$ cat src/rtl/stg3_modred_pkg.sv
// ---------------------------------------------------------------------------
// stg3_modred_pkg
// Shared definitions for the stage-3 modular-reduction block:
//   MAX_STAGE   - upper bound on the number of conditional-subtract stages
//   lane_beat_t - one output lane's write beat {we, addr, data} at the
//                 default 12-bit address / 64-bit data widths
//   src_lane()  - which input lane feeds output lane k
// ---------------------------------------------------------------------------
package stg3_modred_pkg;

    localparam int MAX_STAGE   = 4;
    localparam int BEAT_ADDR_W = 12;
    localparam int BEAT_DATA_W = 64;

    typedef struct packed {
        logic                   we;
        logic [BEAT_ADDR_W-1:0] addr;
        logic [BEAT_DATA_W-1:0] data;
    } lane_beat_t;

    // Output lanes cycle through the input lanes: 0,1,..,n_sub-1,0,1,..
    function automatic int src_lane(input int k, input int n_sub);
        return k % n_sub;
    endfunction

endpackage

$ cat src/rtl/stg3_modred_if.sv
// ---------------------------------------------------------------------------
// stg3_modred_if
// Valid/ready write bus carrying LANES parallel {we, addr, data} lanes.
//   valid - beat valid (master -> slave)
//   ready - slave can take the beat (slave -> master)
//   we    - per-lane write enable
//   addr  - per-lane write address
//   data  - per-lane data word
// ---------------------------------------------------------------------------
interface stg3_modred_if #(
    parameter int LANES      = 2,
    parameter int DATA_WIDTH = 64,
    parameter int ADDR_WIDTH = 12
);
    logic                                 valid;
    logic                                 ready;
    logic [LANES-1:0]                     we;
    logic [LANES-1:0][ADDR_WIDTH-1:0]     addr;
    logic [LANES-1:0][DATA_WIDTH-1:0]     data;

    modport master (output valid, we, addr, data, input  ready);
    modport slave  (input  valid, we, addr, data, output ready);
endinterface

$ cat src/rtl/stg3_modred_stage.sv
// ---------------------------------------------------------------------------
// stg3_modred_stage
// One register stage for all N_POLY lanes. Lanes enabled in SUB_MASK
// subtract (Q_LIST[k] << SHIFT) when the value is not below it; other
// lanes pass through. Everything holds while i_adv is low.
// Ports:
//   clk, rst          - clock, asynchronous active-high reset
//   i_adv             - pipe advance enable
//   i_valid/we/addr/data - beat entering this stage
//   o_valid/we/addr/data - registered beat leaving this stage
// ---------------------------------------------------------------------------
module stg3_modred_stage #(
    parameter int DATA_WIDTH = 64,
    parameter int ADDR_WIDTH = 12,
    parameter int N_POLY     = 6,
    parameter int Q_WIDTH    = 35,
    parameter int SHIFT      = 0,
    parameter logic [N_POLY-1:0][Q_WIDTH-1:0] Q_LIST   = '0,
    parameter logic [N_POLY-1:0]              SUB_MASK = '0
)(
    input  logic                                 clk,
    input  logic                                 rst,
    input  logic                                 i_adv,
    input  logic                                 i_valid,
    input  logic [N_POLY-1:0]                    i_we,
    input  logic [N_POLY-1:0][ADDR_WIDTH-1:0]    i_addr,
    input  logic [N_POLY-1:0][DATA_WIDTH-1:0]    i_data,
    output logic                                 o_valid,
    output logic [N_POLY-1:0]                    o_we,
    output logic [N_POLY-1:0][ADDR_WIDTH-1:0]    o_addr,
    output logic [N_POLY-1:0][DATA_WIDTH-1:0]    o_data
);

    function automatic logic [DATA_WIDTH-1:0] cond_sub(
        input logic [DATA_WIDTH-1:0] v,
        input logic [DATA_WIDTH-1:0] t
    );
        return (v >= t) ? (v - t) : v;
    endfunction

    logic [N_POLY-1:0][DATA_WIDTH-1:0] w_data_nxt;

    always_comb begin
        w_data_nxt = i_data;
        for (int k = 0; k < N_POLY; k++) begin
            if (SUB_MASK[k]) begin
                w_data_nxt[k] = cond_sub(i_data[k], DATA_WIDTH'(Q_LIST[k]) << SHIFT);
            end
        end
    end

    // ---- stage register ----
    always_ff @(posedge clk or posedge rst) begin
        if (rst) begin
            o_valid <= 1'b0;
            o_we    <= '0;
            o_addr  <= '0;
            o_data  <= '0;
        end else if (i_adv) begin
            o_valid <= i_valid;
            o_we    <= i_we;
            o_addr  <= i_addr;
            o_data  <= w_data_nxt;
        end
    end

endmodule

$ cat src/rtl/stg3_modred.sv
// ---------------------------------------------------------------------------
// stg3_modred
// Fans N_POLY_SUB input lanes out to N_POLY output lanes (lane k is fed by
// input lane k % N_POLY_SUB) and reduces the lanes selected in SUB_MASK
// modulo Q_LIST[k] through N_STAGE pipelined conditional subtractions.
// Inputs below 2^N_STAGE * Q come out in [0, Q). Fully registered,
// latency N_STAGE, one beat per cycle with valid/ready flow control.
// Optional build macro STG3_MODRED_RANGE_CHK_EN adds o_range_err.
// Ports:
//   clk          - clock
//   rst          - asynchronous active-high reset
//   i_up         - input bus (slave): valid/we/addr/data in, ready out
//   o_dn         - output bus (master): valid/we/addr/data out, ready in
//   o_range_err  - (macro only) sticky per-lane "left with data >= Q" flag
// ---------------------------------------------------------------------------
module stg3_modred
    import stg3_modred_pkg::*;
#(
    parameter int DATA_WIDTH = 64,
    parameter int ADDR_WIDTH = 12,
    parameter int N_POLY_SUB = 2,
    parameter int N_POLY     = 6,
    parameter int Q_WIDTH    = 35,
    parameter int N_STAGE    = 1,
    parameter logic [N_POLY-1:0][Q_WIDTH-1:0] Q_LIST =
        {35'h0, 35'h0, 35'h0, 35'h4_0008_0001, 35'h4_0800_0001, 35'h0},
    parameter logic [N_POLY-1:0] SUB_MASK = 6'b000110
)(
    input  logic                clk,
    input  logic                rst,
    stg3_modred_if.slave        i_up,
    stg3_modred_if.master       o_dn
`ifdef STG3_MODRED_RANGE_CHK_EN
    ,
    output logic [N_POLY-1:0]   o_range_err
`endif
);

    if (N_POLY % N_POLY_SUB != 0) begin : g_err_lanes
        $error("stg3_modred: N_POLY must be a multiple of N_POLY_SUB");
    end
    if (N_STAGE < 1 || N_STAGE > MAX_STAGE) begin : g_err_stages
        $error("stg3_modred: N_STAGE must be in 1..MAX_STAGE");
    end
    if (Q_WIDTH + N_STAGE - 1 > DATA_WIDTH) begin : g_err_width
        $error("stg3_modred: Q_WIDTH+N_STAGE-1 exceeds DATA_WIDTH");
    end

    function automatic logic [N_POLY-1:0] fan_we(input logic [N_POLY_SUB-1:0] we);
        for (int k = 0; k < N_POLY; k++) fan_we[k] = we[src_lane(k, N_POLY_SUB)];
    endfunction

    function automatic logic [N_POLY-1:0][ADDR_WIDTH-1:0] fan_addr(
        input logic [N_POLY_SUB-1:0][ADDR_WIDTH-1:0] addr
    );
        for (int k = 0; k < N_POLY; k++) fan_addr[k] = addr[src_lane(k, N_POLY_SUB)];
    endfunction

    function automatic logic [N_POLY-1:0][DATA_WIDTH-1:0] fan_data(
        input logic [N_POLY_SUB-1:0][DATA_WIDTH-1:0] data
    );
        for (int k = 0; k < N_POLY; k++) fan_data[k] = data[src_lane(k, N_POLY_SUB)];
    endfunction

    // Index 0 is the fanned-out input; index s+1 is the output of stage s.
    logic                              w_vld  [N_STAGE+1];
    logic [N_POLY-1:0]                 w_we   [N_STAGE+1];
    logic [N_POLY-1:0][ADDR_WIDTH-1:0] w_addr [N_STAGE+1];
    logic [N_POLY-1:0][DATA_WIDTH-1:0] w_data [N_STAGE+1];
    logic                              w_adv;

    // The whole pipe moves together; it only stalls when the last stage
    // holds a beat the consumer is refusing.
    assign w_adv      = o_dn.ready | ~o_dn.valid;
    assign i_up.ready = w_adv;

    assign w_vld[0]  = i_up.valid;
    assign w_we[0]   = fan_we(i_up.we);
    assign w_addr[0] = fan_addr(i_up.addr);
    assign w_data[0] = fan_data(i_up.data);

    // Largest multiple of Q is taken off first so each later stage only
    // has to remove a smaller one.
    for (genvar s = 0; s < N_STAGE; s++) begin : g_stage
        stg3_modred_stage #(
            .DATA_WIDTH (DATA_WIDTH),
            .ADDR_WIDTH (ADDR_WIDTH),
            .N_POLY     (N_POLY),
            .Q_WIDTH    (Q_WIDTH),
            .SHIFT      (N_STAGE - 1 - s),
            .Q_LIST     (Q_LIST),
            .SUB_MASK   (SUB_MASK)
        ) u_stage (
            .clk     (clk),
            .rst     (rst),
            .i_adv   (w_adv),
            .i_valid (w_vld[s]),
            .i_we    (w_we[s]),
            .i_addr  (w_addr[s]),
            .i_data  (w_data[s]),
            .o_valid (w_vld[s+1]),
            .o_we    (w_we[s+1]),
            .o_addr  (w_addr[s+1]),
            .o_data  (w_data[s+1])
        );
    end

    assign o_dn.valid = w_vld[N_STAGE];
    assign o_dn.we    = w_we[N_STAGE];
    assign o_dn.addr  = w_addr[N_STAGE];
    assign o_dn.data  = w_data[N_STAGE];

`ifdef STG3_MODRED_RANGE_CHK_EN
    logic [N_POLY-1:0] r_range_err;

    // ---- sticky range flags, sampled as beats leave ----
    always_ff @(posedge clk or posedge rst) begin
        if (rst) begin
            r_range_err <= '0;
        end else if (o_dn.valid && o_dn.ready) begin
            for (int k = 0; k < N_POLY; k++) begin
                if (SUB_MASK[k] && (o_dn.data[k] >= DATA_WIDTH'(Q_LIST[k]))) begin
                    r_range_err[k] <= 1'b1;
                end
            end
        end
    end

    assign o_range_err = r_range_err;
`endif

endmodule

$ cat src/flat_wrapper.sv
// flat-port wrapper written by rule: the top's interface ports become plain ports
module stg3_modred_flat import stg3_modred_pkg::*;
#(
    parameter int DATA_WIDTH = 64,
    parameter int ADDR_WIDTH = 12,
    parameter int N_POLY_SUB = 2,
    parameter int N_POLY     = 6,
    parameter int Q_WIDTH    = 35,
    parameter int N_STAGE    = 1,
    parameter logic [N_POLY-1:0][Q_WIDTH-1:0] Q_LIST =
        {35'h0, 35'h0, 35'h0, 35'h4_0008_0001, 35'h4_0800_0001, 35'h0},
    parameter logic [N_POLY-1:0] SUB_MASK = 6'b000110
)
  (clk, rst, i_up_valid, i_up_we, i_up_addr, i_up_data, i_up_ready, o_dn_valid, o_dn_we, o_dn_addr, o_dn_data, o_dn_ready);
  stg3_modred_if #(.LANES(2), .DATA_WIDTH(DATA_WIDTH), .ADDR_WIDTH(ADDR_WIDTH)) i_up_i ();
  stg3_modred_if #(.LANES(6), .DATA_WIDTH(DATA_WIDTH), .ADDR_WIDTH(ADDR_WIDTH)) o_dn_i ();
  input  logic clk;
  input  logic rst;
  input wire logic [$bits(i_up_i.valid)-1:0] i_up_valid;
  input wire logic [$bits(i_up_i.we)-1:0] i_up_we;
  input wire logic [$bits(i_up_i.addr)-1:0] i_up_addr;
  input wire logic [$bits(i_up_i.data)-1:0] i_up_data;
  output wire logic [$bits(i_up_i.ready)-1:0] i_up_ready;
  output wire logic [$bits(o_dn_i.valid)-1:0] o_dn_valid;
  output wire logic [$bits(o_dn_i.we)-1:0] o_dn_we;
  output wire logic [$bits(o_dn_i.addr)-1:0] o_dn_addr;
  output wire logic [$bits(o_dn_i.data)-1:0] o_dn_data;
  input wire logic [$bits(o_dn_i.ready)-1:0] o_dn_ready;
  assign i_up_i.valid = i_up_valid;
  assign i_up_i.we = i_up_we;
  assign i_up_i.addr = i_up_addr;
  assign i_up_i.data = i_up_data;
  assign i_up_ready = i_up_i.ready;
  assign o_dn_valid = o_dn_i.valid;
  assign o_dn_we = o_dn_i.we;
  assign o_dn_addr = o_dn_i.addr;
  assign o_dn_data = o_dn_i.data;
  assign o_dn_i.ready = o_dn_ready;
  stg3_modred #(.DATA_WIDTH(DATA_WIDTH), .ADDR_WIDTH(ADDR_WIDTH), .N_POLY_SUB(N_POLY_SUB), .N_POLY(N_POLY), .Q_WIDTH(Q_WIDTH), .N_STAGE(N_STAGE), .Q_LIST(Q_LIST), .SUB_MASK(SUB_MASK)) u_core (.clk(clk), .rst(rst), .i_up(i_up_i), .o_dn(o_dn_i));
endmodule
$ cat config.mk
export PLATFORM = sky130hd
export DESIGN_NAME = stg3_modred_flat
export DESIGN_NICKNAME = d
export VERILOG_FILES = /design/src/rtl/stg3_modred_pkg.sv /design/src/rtl/stg3_modred_if.sv /design/src/rtl/stg3_modred_stage.sv /design/src/rtl/stg3_modred.sv /design/src/flat_wrapper.sv
export SDC_FILE = /design/constraint.sdc
export NUM_CORES = 1
export LEC_CHECK = 0
export CAP_MARGIN = 20
export CELL_PAD_IN_SITES_DETAIL_PLACEMENT = 2
export CELL_PAD_IN_SITES_GLOBAL_PLACEMENT = 2
export CORE_AREA = 2 2 242 244
export CTS_CLUSTER_DIAMETER = 30
export CTS_CLUSTER_SIZE = 12
export DETAILED_ROUTE_END_ITERATION = 16
export DIE_AREA = 0 0 244 246
export DONT_BUFFER_PORTS = 1
export GPL_TIMING_DRIVEN = 0
export PLACE_DENSITY_LB_ADDON = 0.1
export SETUP_SLACK_MARGIN = 0.1
export SLEW_MARGIN = 20
export SYNTH_ARGS = -nofsm -noshare
export SYNTH_HDL_FRONTEND = slang
export SYNTH_HIERARCHICAL = 1
export SYNTH_SLANG_ARGS = --single-unit
$ cat constraint.sdc
create_clock -name clk -period 25.3 [get_ports clk]
set_input_delay 2.53 -clock clk [delete_from_list [all_inputs] [get_ports clk]]
set_output_delay 2.53 -clock clk [all_outputs]
set_load 0.005 [all_outputs]
* Word-level counts from Yosys, hierarchy flattened
Cells that the tools add are included.
Word-level totals: memory bits (read-only) 0, logic and storage cells 16, RAM bits 0, memories kept 0, output and inout bits 464, bits in latches 0, bits of input ports 158, register bits 287
Operators by class: bitwise gates (word level) 2, shift operators 0, equality and inequality tests 0, reductions and logical operators 0, $lt $le $gt $ge 2, $mul 0, divide/modulo/power cells 0, add/subtract/negate cells 2, muxes and demuxes 2
Operators by type and width (count):
- 64-bit by 35-bit >= comparator with 1-bit output (second input constant) | 2
- 64-bit 2-to-1 mux | 2
- 64-bit by 35-bit subtractor with 64-bit output (second input constant) | 2
- 1-bit inverter | 1
- 1-bit bitwise OR | 1

* Depth between registers and ports, before layout
Gate-level depths: netlist of run 1.
depth after elaboration 2, depth in mapped cells 11, depth with buffers taken out 9

* Modules after synthesis
Netlist of run 1, hierarchy kept.
By module, submodules not included:
- stg3_modred_stage | cells each 1628, area an instance 20126.8 µm², instances 1
- stg3_modred | cells each 1, area an instance 6.3 µm², instances 1

* Worst setup path after synthesis of run 1
No wires, ideal clock.
path kind input to output, start in o_dn_ready, end out i_up_ready, cell stages on the path 1, required time 22.770 ns, setup slack 20.097 ns, arrival time 2.673 ns, cell sequence nand2b_1
Between the ends: longest elaborated chain between the ends 1
RTL lines:
- from (decl) | RTL line flat_wrapper.sv:28 | input wire logic [$bits(o_dn_i.ready)-1:0] o_dn_ready;
- 1-bit bitwise OR | RTL line stg3_modred.sv:74 | assign w_adv = o_dn.ready | ~o_dn.valid;
- to (decl) | RTL line flat_wrapper.sv:23 | output wire logic [$bits(i_up_i.ready)-1:0] i_up_ready;
Every way passes these cells.

* Final worst setup path of run 1
Same ends and word-level chain as after synthesis.

==> results.md, run 1 <==
Critical path:
- Together, buffers and inverters on the worst path number 0.
- The type of origin of the critical path is an input port.
- The sort of element at the end of the critical path is a primary output.
- In this design, the largest share of critical-path delay is due to simple AND/OR/NAND/NOR gates.
- The data required time at the worst endpoint is 22.77 ns.
- On the worst path, the slowest cell contributes a delay of 0.25 ns.
- The worst path arrival time is 2.78 ns.
- In this run the worst path has a maximum fanout of 2.
- The signal on the critical path passes through nand2b_1.
- The startpoint-to-endpoint class of the critical path is input port to primary output.
- For flop-to-flop paths, the worst setup slack is 21.89 ns.
- The critical path's slowest cell is nand2b_1.

Clocking:
- The maximum buffer depth of the clock tree is 3.
- The number of clock buffers inserted by TritonCTS is 116.
- Clock latency on the worst-skew pair, taken at its later pin, is 0.65 ns.
- The total setup buffers inserted after CTS is 0.
- Post-CTS repair changed the size of 0 cells.
- The number of buffers inserted for hold repair after clock tree synthesis is 0.
- Clock-pin slew was measured on the worst setup and hold paths at 0.04 ns.
- The clock root buffer is clkbuf_16.
- The clock net in this run drives a total of 463 sinks.
- TritonCTS built the clock tree.
- The H-tree generated during clock tree synthesis spans 3 levels.

Placement:
- The number of input and output port buffers inserted is 0.
- The detailed placement HPWL is 56500 microns.
- The congestion estimate from routability-driven global placement came to 0.806.
- In this run the cell area measured after placement is 21200 sq um.

Yosys:
- The number of nets produced by synthesis is 1791.
- The average instance in the mapped netlist occupies 12.4 sq um.
- Sequential elements use 57.5% of the synthesized area.
- The flip-flop and latch count after synthesis is 463.
- The post-synthesis async set-or-reset flop share is 100%.
- The share of Yosys cell area claimed by the top area cell type is 57.5%.
- The most used flip-flop cell after synthesis is dfrtp_1.
- The post-synthesis cell count is 1629.
- The library cell with the largest summed area after synthesis is dfrtp_1.
- The count of unique library cells instantiated by Yosys is 64.
- The area of the mapped netlist is 20100 sq um.
- The number of warning messages in the yosys log is 6.
- By area the synthesized netlist is led by dfrtp_1 (58%), mux2_2 (19%), xor2_1 (3.3%), nor2_1 (3.0%), a21oi_1 (2.6%).
- The synthesized design contains 0 enable-type register cells.

Timing:
- Based on the critical path, the design can be clocked at up to 188 MHz.
- The final-layout worst hold slack is 0.532 ns.
- The final total negative setup slack is 0 ns.
- Setup repair after global routing left no endpoint under its margin.
- After layout, the worst path uses 21.0% of the clock period.
- The final number of max-transition violations is 0.
- Setup violations remaining at the end of the flow were counted as 0.
- The transition time at the pin with the least slew margin is 1.09 ns.
- The clock arrives with 0.0285 ns of skew.
- The count of endpoints failing hold in the final timing report is 0.
- Measured against its own limit, the worst slew margin works out to 27.1%.
- The minimum period implied by the final worst setup slack is 5.31 ns.

Global routing:
- After global routing the overflow that remains totals 0.
- The number of global-route vias before repair is 16504.
- The initial antenna violation count is 1.
- The total global routing track utilization is 25.9%.
- Entering global routing, the biggest net connects 106 pins.
- The first-pass GRT wire length is 116000 microns.

Floorplanning:
- The floorplan step defined a die boundary enclosing 60000 sq um.
- The row count is 88.
- The initial standard-cell utilization of the core is 35.1%.
- The total core area is 57400 sq um.
- The die span in y is 246 microns.
- 622 I/O pins were placed.
- The width of the die is 244 microns.

Routing:
- The number of vias in the routed layout is 14344.
- The detailed-routing iteration count for the pre-antenna-repair pass is 4.
- In this run, the number of DRC markers left after iteration 0 of detailed routing was 577.
- The number of nets with antenna violations after routing is 0.
- The wire length per cell after detailed routing is 30.1 microns.
- After detailed routing, the number of vias per cell comes to 5.48.
- The routed wire length is 78600 microns.
- The number of DRC violations after detailed routing is 0.

Final layout:
- The share of post-route cells with drive strength above 1 is 31.3%.
- The number of fill cells is 5728.
- The top cell types in the final layout, fill and taps aside, are dfrtp_1 (463), mux2_2 (340), nor2_1 (163), clkbuf_16 (117), a21oi_1 (106).
- At the end of the flow the core is filled with cells to 44.3%.
- The finished cells cover 25400 sq um.
- The final layout net count is 1913.
- The layout overhead on the synthesized area is 26.2%.
- The most common cell after layout, fill and taps aside is dfrtp_1.

Power:
- The leakage power of the design is 10.1 nW.
- VDD sags by at most 0.0552 mV.
- Dividing total power by cell area gives a power density of 104 nW/um^2.

Job:
- Across the run, the number of max-cap violations was 0.

Min path:
- The tightest min-delay check is of the register to register type.

Run status:
- The flow ran to the end, and the final reports show no timing, DRC or antenna violations.
-- registers in the layout, indices dropped and copies added (netlist names) --
signal	count
u_core/g_stage.u_stage/o_we	6
u_core/g_stage.u_stage/o_valid	1
u_core/g_stage.u_stage/o_addr	72
u_core/g_stage.u_stage/o_data	384
-- cells by family (layout without fill, tap and decap cells) --
group                      count (synthesis)  after routing  synth area share [%]
buffers and inverters                    103            323                  1.96
and+or+nand+nor                          408            408                  10.4
xor gates and xnor gates                  98             98                  4.26
AOI/OAI and AO/OA                        210            210                  6.40
adders and majority gates                  4              4                 0.249
other                                      0              2                     0
DFF                                      463            463                  57.5
muxes                                    343            343                  19.2
-- area by class of cell --
cell class | count | area (sq um) | share of cell area [%]
antenna | 2 | 5.00 | 0.0197
buffer | 91 | 352 | 1.38
clock buffer | 148 | 3250 | 12.8
clock inverter | 68 | 928 | 3.66
inverter | 12 | 52.6 | 0.207
multi-input combinational | 1063 | 8150 | 32.1
sequential | 463 | 11600 | 45.6
tap | 765 | 957 | 3.77
timing repair buffer | 4 | 110 | 0.434
-- power by group --
| part | total, mW | switching, mW | internal, mW | leakage, nW |
|---|---|---|---|---|
| sequential | 0.908 | 0.0873 | 0.820 | 5.36 |
| clock | 1.56 | 0.473 | 1.08 | 2.02 |
| combinational | 0.169 | 0.0910 | 0.0777 | 2.77 |
| total | 2.63 | 0.651 | 1.98 | 10.1 |
-- cell usage after synthesis, types with 4 or more instances --
cell and instances:
o21ai_0 24, xor2_1 75, xnor2_1 23, clkbuf_1 82
nand2b_1 5, or4_1 17, and3_1 6, and2_1 5
a31oi_1 24, mux2_2 340, nor4_2 4, a21oi_1 106
nand3_1 32, ha_1 4, nor2_1 163, or3_1 13
nand4_1 21, o2111ai_1 8, o31ai_1 12, nor3_1 37
or2_2 4, dfrtp_1 463, nor4_1 27, o211ai_1 11
buf_2 6, inv_1 11, nand4b_1 14, nand2_1 40
-- metal layers --
| layer | global-route usage (%) | vias up | part of all wire [%] |
|---|---|---|---|
| met1 | 28.4 | 7604 | 36 |
| li1 | - | 6144 | - |
| met4 | 8.66 | 0 | 2.4 |
| met5 | 0 | - | 0 |
| met2 | 46.1 | 489 | 52 |
| met3 | 9.75 | 107 | 8.8 |
-- stage by stage --
stage / total power [mW] / setup WS (ns) / cells
2_1_floorplan: 1.00 / 9.86 / 1629
6_report: 2.63 / 19.99 / 2616
4_1_cts: 2.67 / 19.98 / 2614
5_1_grt: 2.73 / 19.97 / 2614
3_5_place_dp: 1.09 / 19.57 / 2398
3_3_place_gp: 1.07 / 4.46 / 2394
-- final timing paths --
| check | cells after the start | endpoint | from |
|---|---|---|---|
| worst min-delay path | 1 | u_core/g_stage[0].u_stage/o_data[251]$_DFFE_PP0P_ | u_core/g_stage[0].u_stage/o_data[251]$_DFFE_PP0P_ |
| worst max-delay path | 1 | i_up_ready | o_dn_ready |
| worst min register to register | 1 | u_core/g_stage[0].u_stage/o_data[251]$_DFFE_PP0P_ | u_core/g_stage[0].u_stage/o_data[251]$_DFFE_PP0P_ |
| min in group asynchronous | 1 | u_core/g_stage[0].u_stage/o_data[362]$_DFFE_PP0P_ | rst |
| max in group asynchronous | 3 | u_core/g_stage[0].u_stage/o_data[169]$_DFFE_PP0P_ | rst |
| worst max register to register | 6 | u_core/g_stage[0].u_stage/o_data[86]$_DFFE_PP0P_ | u_core/g_stage[0].u_stage/o_valid$_DFFE_PP0P_ |
(Power assumes the default switching activity.)
==> run 2, diff against run 1 <==
==> constraint.sdc (replaced) <==
create_clock -name clk -period 5.09 [get_ports clk]
set_input_delay 0.509 -clock clk [delete_from_list [all_inputs] [get_ports clk]]
set_output_delay 0.509 -clock clk [all_outputs]
set_load 0.005 [all_outputs]
==> results.md, run 2 (same netlist as run 1, synthesis figures left out) <==
Timing:
- Setup total negative slack on the finished layout was measured at 0 ns.
- The clock tree skew after final layout is 0.0458 ns.
- The final-layout worst hold slack is 0.0312 ns.
- The worst relative slew slack is 26.9%.
- Setup repair after global routing left no endpoint under its margin.
- The transition time at the pin with the least slew margin is 1.10 ns.
- The minimum period implied by the final worst setup slack is 3.42 ns.
- The count of endpoints failing hold in the final timing report is 0.
- Dividing the final minimum period by the clock period gives 67.2%.
- For this run, the top clock speed supported by timing is 292 MHz.
- The final setup violation count is 0.
- The final number of max-transition violations is 0.

Final layout:
- The most common cell after layout, fill and taps aside is dfrtp_1.
- The total non-filler cell area in the finished layout is 26900 sq um.
- The library cells used most frequently in the layout, excluding fill and tap cells, are dfrtp_1 (463), mux2_2 (340), nor2_1 (163), dlygate4sd3_1 (146), clkbuf_16 (111).
- The layout has 5582 filler cells.
- The share of post-route cells with drive strength above 1 is 28.9%.
- At the end of the flow, the number of nets in the layout was 2068.
- Ranked by flip-flop count, first place goes to u_core/g_stage.u_stage/o_data.
- The largest registers in the layout are u_core/g_stage.u_stage/o_data x384, u_core/g_stage.u_stage/o_addr x72, u_core/g_stage.u_stage/o_we x6.
- The layout overhead on the synthesized area is 33.8%.
- The register with the most flip-flops in the layout has 384 of them.
- For this run, the number of standard cells in the final layout without fillers is 2765.
- The repair_antennas step left the layout with diodes totalling 0.

Critical path:
- The startpoint identified for the worst register-to-register timing path is u_core/g_stage[0].u_stage/o_valid$_DFFE_PP0P_.
- Walking the worst path, the cells encountered are nand2b_1 -> clkbuf_1 -> clkbuf_1 -> clkbuf_1 -> clkbuf_1 -> a31oi_1.
- Data arrives at the worst endpoint at 3.91 ns.
- In this design, the largest share of critical-path delay is due to buffers and inverters.
- The cell occurring most often along the worst timing path is clkbuf_1.
- The endpoint identified for the worst register-to-register timing path is u_core/g_stage[0].u_stage/o_data[82]$_DFFE_PP0P_.
- The slowest stage of the critical path belongs to the cell clkbuf_1.
- The sort of element at the end of the critical path is a register.
- Setup slack on the worst reg-to-reg path comes out at 1.67 ns.
- The data required time at the worst endpoint is 5.58 ns.
- STA classifies the critical path startpoint as a register.
- The length in cells of the worst reg-to-reg path is 6.
- The worst-path maximum fanout is 10.
- The sum of buffers and inverters on the critical path is 4.
- The delay contributed by the slowest stage of the critical path is 0.74 ns.
- The critical path is of the register to register type.
- In this run the number of cells on the critical path is 6.

Power:
- In this run the static leakage power is 10.8 nW.
- The total power divided by cell area is 482 nW/um^2.
- The maximum VDD drop is 0.302 mV.
- The cell-internal power is 9.57 mW.
- Net switching is 26.3% of the power.
- Sequential cells account for 34.9% of the total power.
- The share of total power dissipated in combinational logic is 7.8%.
- The clock network burns 57.4% of the power.
- The analysis attributes to net switching a power of 3.41 mW.

Floorplanning:
- The die span in y is 246 microns.
- The number of ports placed on the die boundary is 622.
- The row count is 88.
- The width of the die is 244 microns.
- The initial standard-cell utilization of the core is 35.1%.
- The die covers 60000 sq um.
- The core region is 57400 sq um.

Routing:
- In the routed layout, each cell is associated on average with a via count of 5.48.
- In the routed design, unresolved DRC markers number 0.
- For this block, the via count after detailed routing is 15147.
- The pre-antenna-repair detailed-routing pass consisted of 5 iterations.
- For this block, the routed nets add up to 85600 microns of wire.
- The DRC violation total after the first TritonRoute iteration is 640.
- The number of nets with antenna violations after routing is 0.
- The wire length per cell after detailed routing is 30.9 microns.

Placement:
- The number of input and output port buffers inserted is 0.
- The cell count after placement is 2412.
- The detailed placement HPWL is 57100 microns.
- Routability-driven placement finished with a final weighted congestion of 0.801.
- The standard cell area after detailed placement is 21500 sq um.

Global routing:
- The remaining global-route overflow is 0.
- The first-pass GRT wire length is 124000 microns.
- The met3 global-route usage is 9.10%.
- Entering global routing, the biggest net connects 35 pins.
- The initial antenna violation count is 2.
- After global routing, the most crowded layer is met2.
- Global routing consumed, on the met2 layer, 49.5% of the routing resources.
- The met1 usage is 31.3%.
- For this run, the total global-route usage over all layers was measured as 28.0%.
- The number of global-route vias before repair is 17237.

Min path:
- The worst hold path begins at i_up_data[92].
- The worst hold path belongs to the class input port to register.
- The path with the worst hold slack has its endpoint at u_core/g_stage[0].u_stage/o_data[220]$_DFFE_PP0P_.
- The cell count of the worst hold path is 1.

Job:
- The max capacitance violation total is 0.

Run status:
- The flow ran to the end, and the final reports show no timing, DRC or antenna violations.

Clocking:
- The total setup buffers inserted after CTS is 0.
- The clock tree from TritonCTS is built.
- Gates resized during post-CTS repair numbered 0.
- The clock-pin transition on the worst setup and hold timing paths is 0.05 ns.
- The maximum buffer depth of the clock tree is 3.
- Buffers inserted during clock tree synthesis total 111.
- The number of clock sinks is 463.
- For this design, the CTS-stage hold fixing added 146 buffers.
- At the later pin of the worst-skew pair, clock insertion delay measures 0.65 ns.
- The number of H-tree levels is 3.
- The tree is rooted in a clkbuf_16.
## run 2: cell types whose count changed in the layout (fill, tap and decap cells not counted), sizes merged
| cell | previous run | this run |
|---|---|---|
| dlygate4sd3 | 0 | 146 |
| bufinv | 18 | 14 |
| clkbuf | 230 | 228 |
| diode | 2 | 0 |
| inv | 14 | 16 |
| clkinv | 31 | 32 |
| clkinvlp | 17 | 11 |
| buf | 13 | 27 |
## run 2: layout make-up
class	instances	area [sq um]	area share [%]
repair buffers	164	1870	6.93
flip-flops and latches	463	11600	43.0
clock inverters	61	870	3.23
clock buffers	146	3100	11.5
multi-input cells	1063	8150	30.3
inverters	12	48.8	0.181
plain buffers	91	352	1.31
well taps	765	957	3.55
## run 2: worst max-delay path by stage
stage                                                        startpoint                                                 to  slack [ns]
after floorplan                                                     rst    u_core/g_stage[0].u_stage/o_addr[0]$_DFFE_PP0P_       -1.69
after CTS                 u_core/g_stage[0].u_stage/o_valid$_DFFE_PP0P_   u_core/g_stage[0].u_stage/o_data[82]$_DFFE_PP0P_        1.51
final                     u_core/g_stage[0].u_stage/o_valid$_DFFE_PP0P_   u_core/g_stage[0].u_stage/o_data[82]$_DFFE_PP0P_        1.67
after global placement                                              rst   u_core/g_stage[0].u_stage/o_addr[55]$_DFFE_PP0P_       -4.45
after global routing      u_core/g_stage[0].u_stage/o_valid$_DFFE_PP0P_   u_core/g_stage[0].u_stage/o_data[76]$_DFFE_PP0P_        1.47
after detailed placement                                  i_up_data[23]  u_core/g_stage[0].u_stage/o_data[186]$_DFFE_PP0P_        1.42
## run 2: worst register-to-register path, cell delays in order, from the launching register on
cell,delay (ns)
dfrtp_1,0.42
nand2b_1,0.30
clkbuf_1,0.29
clkbuf_1,0.74
clkbuf_1,0.64
clkbuf_1,0.64
a31oi_1,0.22
## run 2: power by group through the flow
stage | Clock [mW] | Combinational [mW] | Sequential [mW]
floorplan | 0 | 0.631 | 4.35
global placement | 0 | 0.790 | 4.56
detailed placement | 0 | 0.868 | 4.56
CTS | 7.51 | 1.01 | 4.52
global route | 7.75 | 1.10 | 4.56
finish | 7.44 | 1.01 | 4.52
## run 2: routing by layer
metal	wire [microns]	vias to the layer above	share of wire, %
met5	0	-	0
met4	2760	0	3.2
met3	6740	145	7.9
met2	44400	562	52
met1	31700	7982	37
li1	-	6458	-
## run 2: stage by stage
stage | power [mW] | utilization, % | setup slack [ns]
3_5_place_dp | 5.43 | 37.5 | 1.42
2_1_floorplan | 4.98 | - | -1.69
4_1_cts | 13.0 | 46.9 | 1.51
3_3_place_gp | 5.35 | 36.8 | -4.45
5_1_grt | 13.4 | 46.9 | 1.47
6_report | 13.0 | 46.9 | 1.67
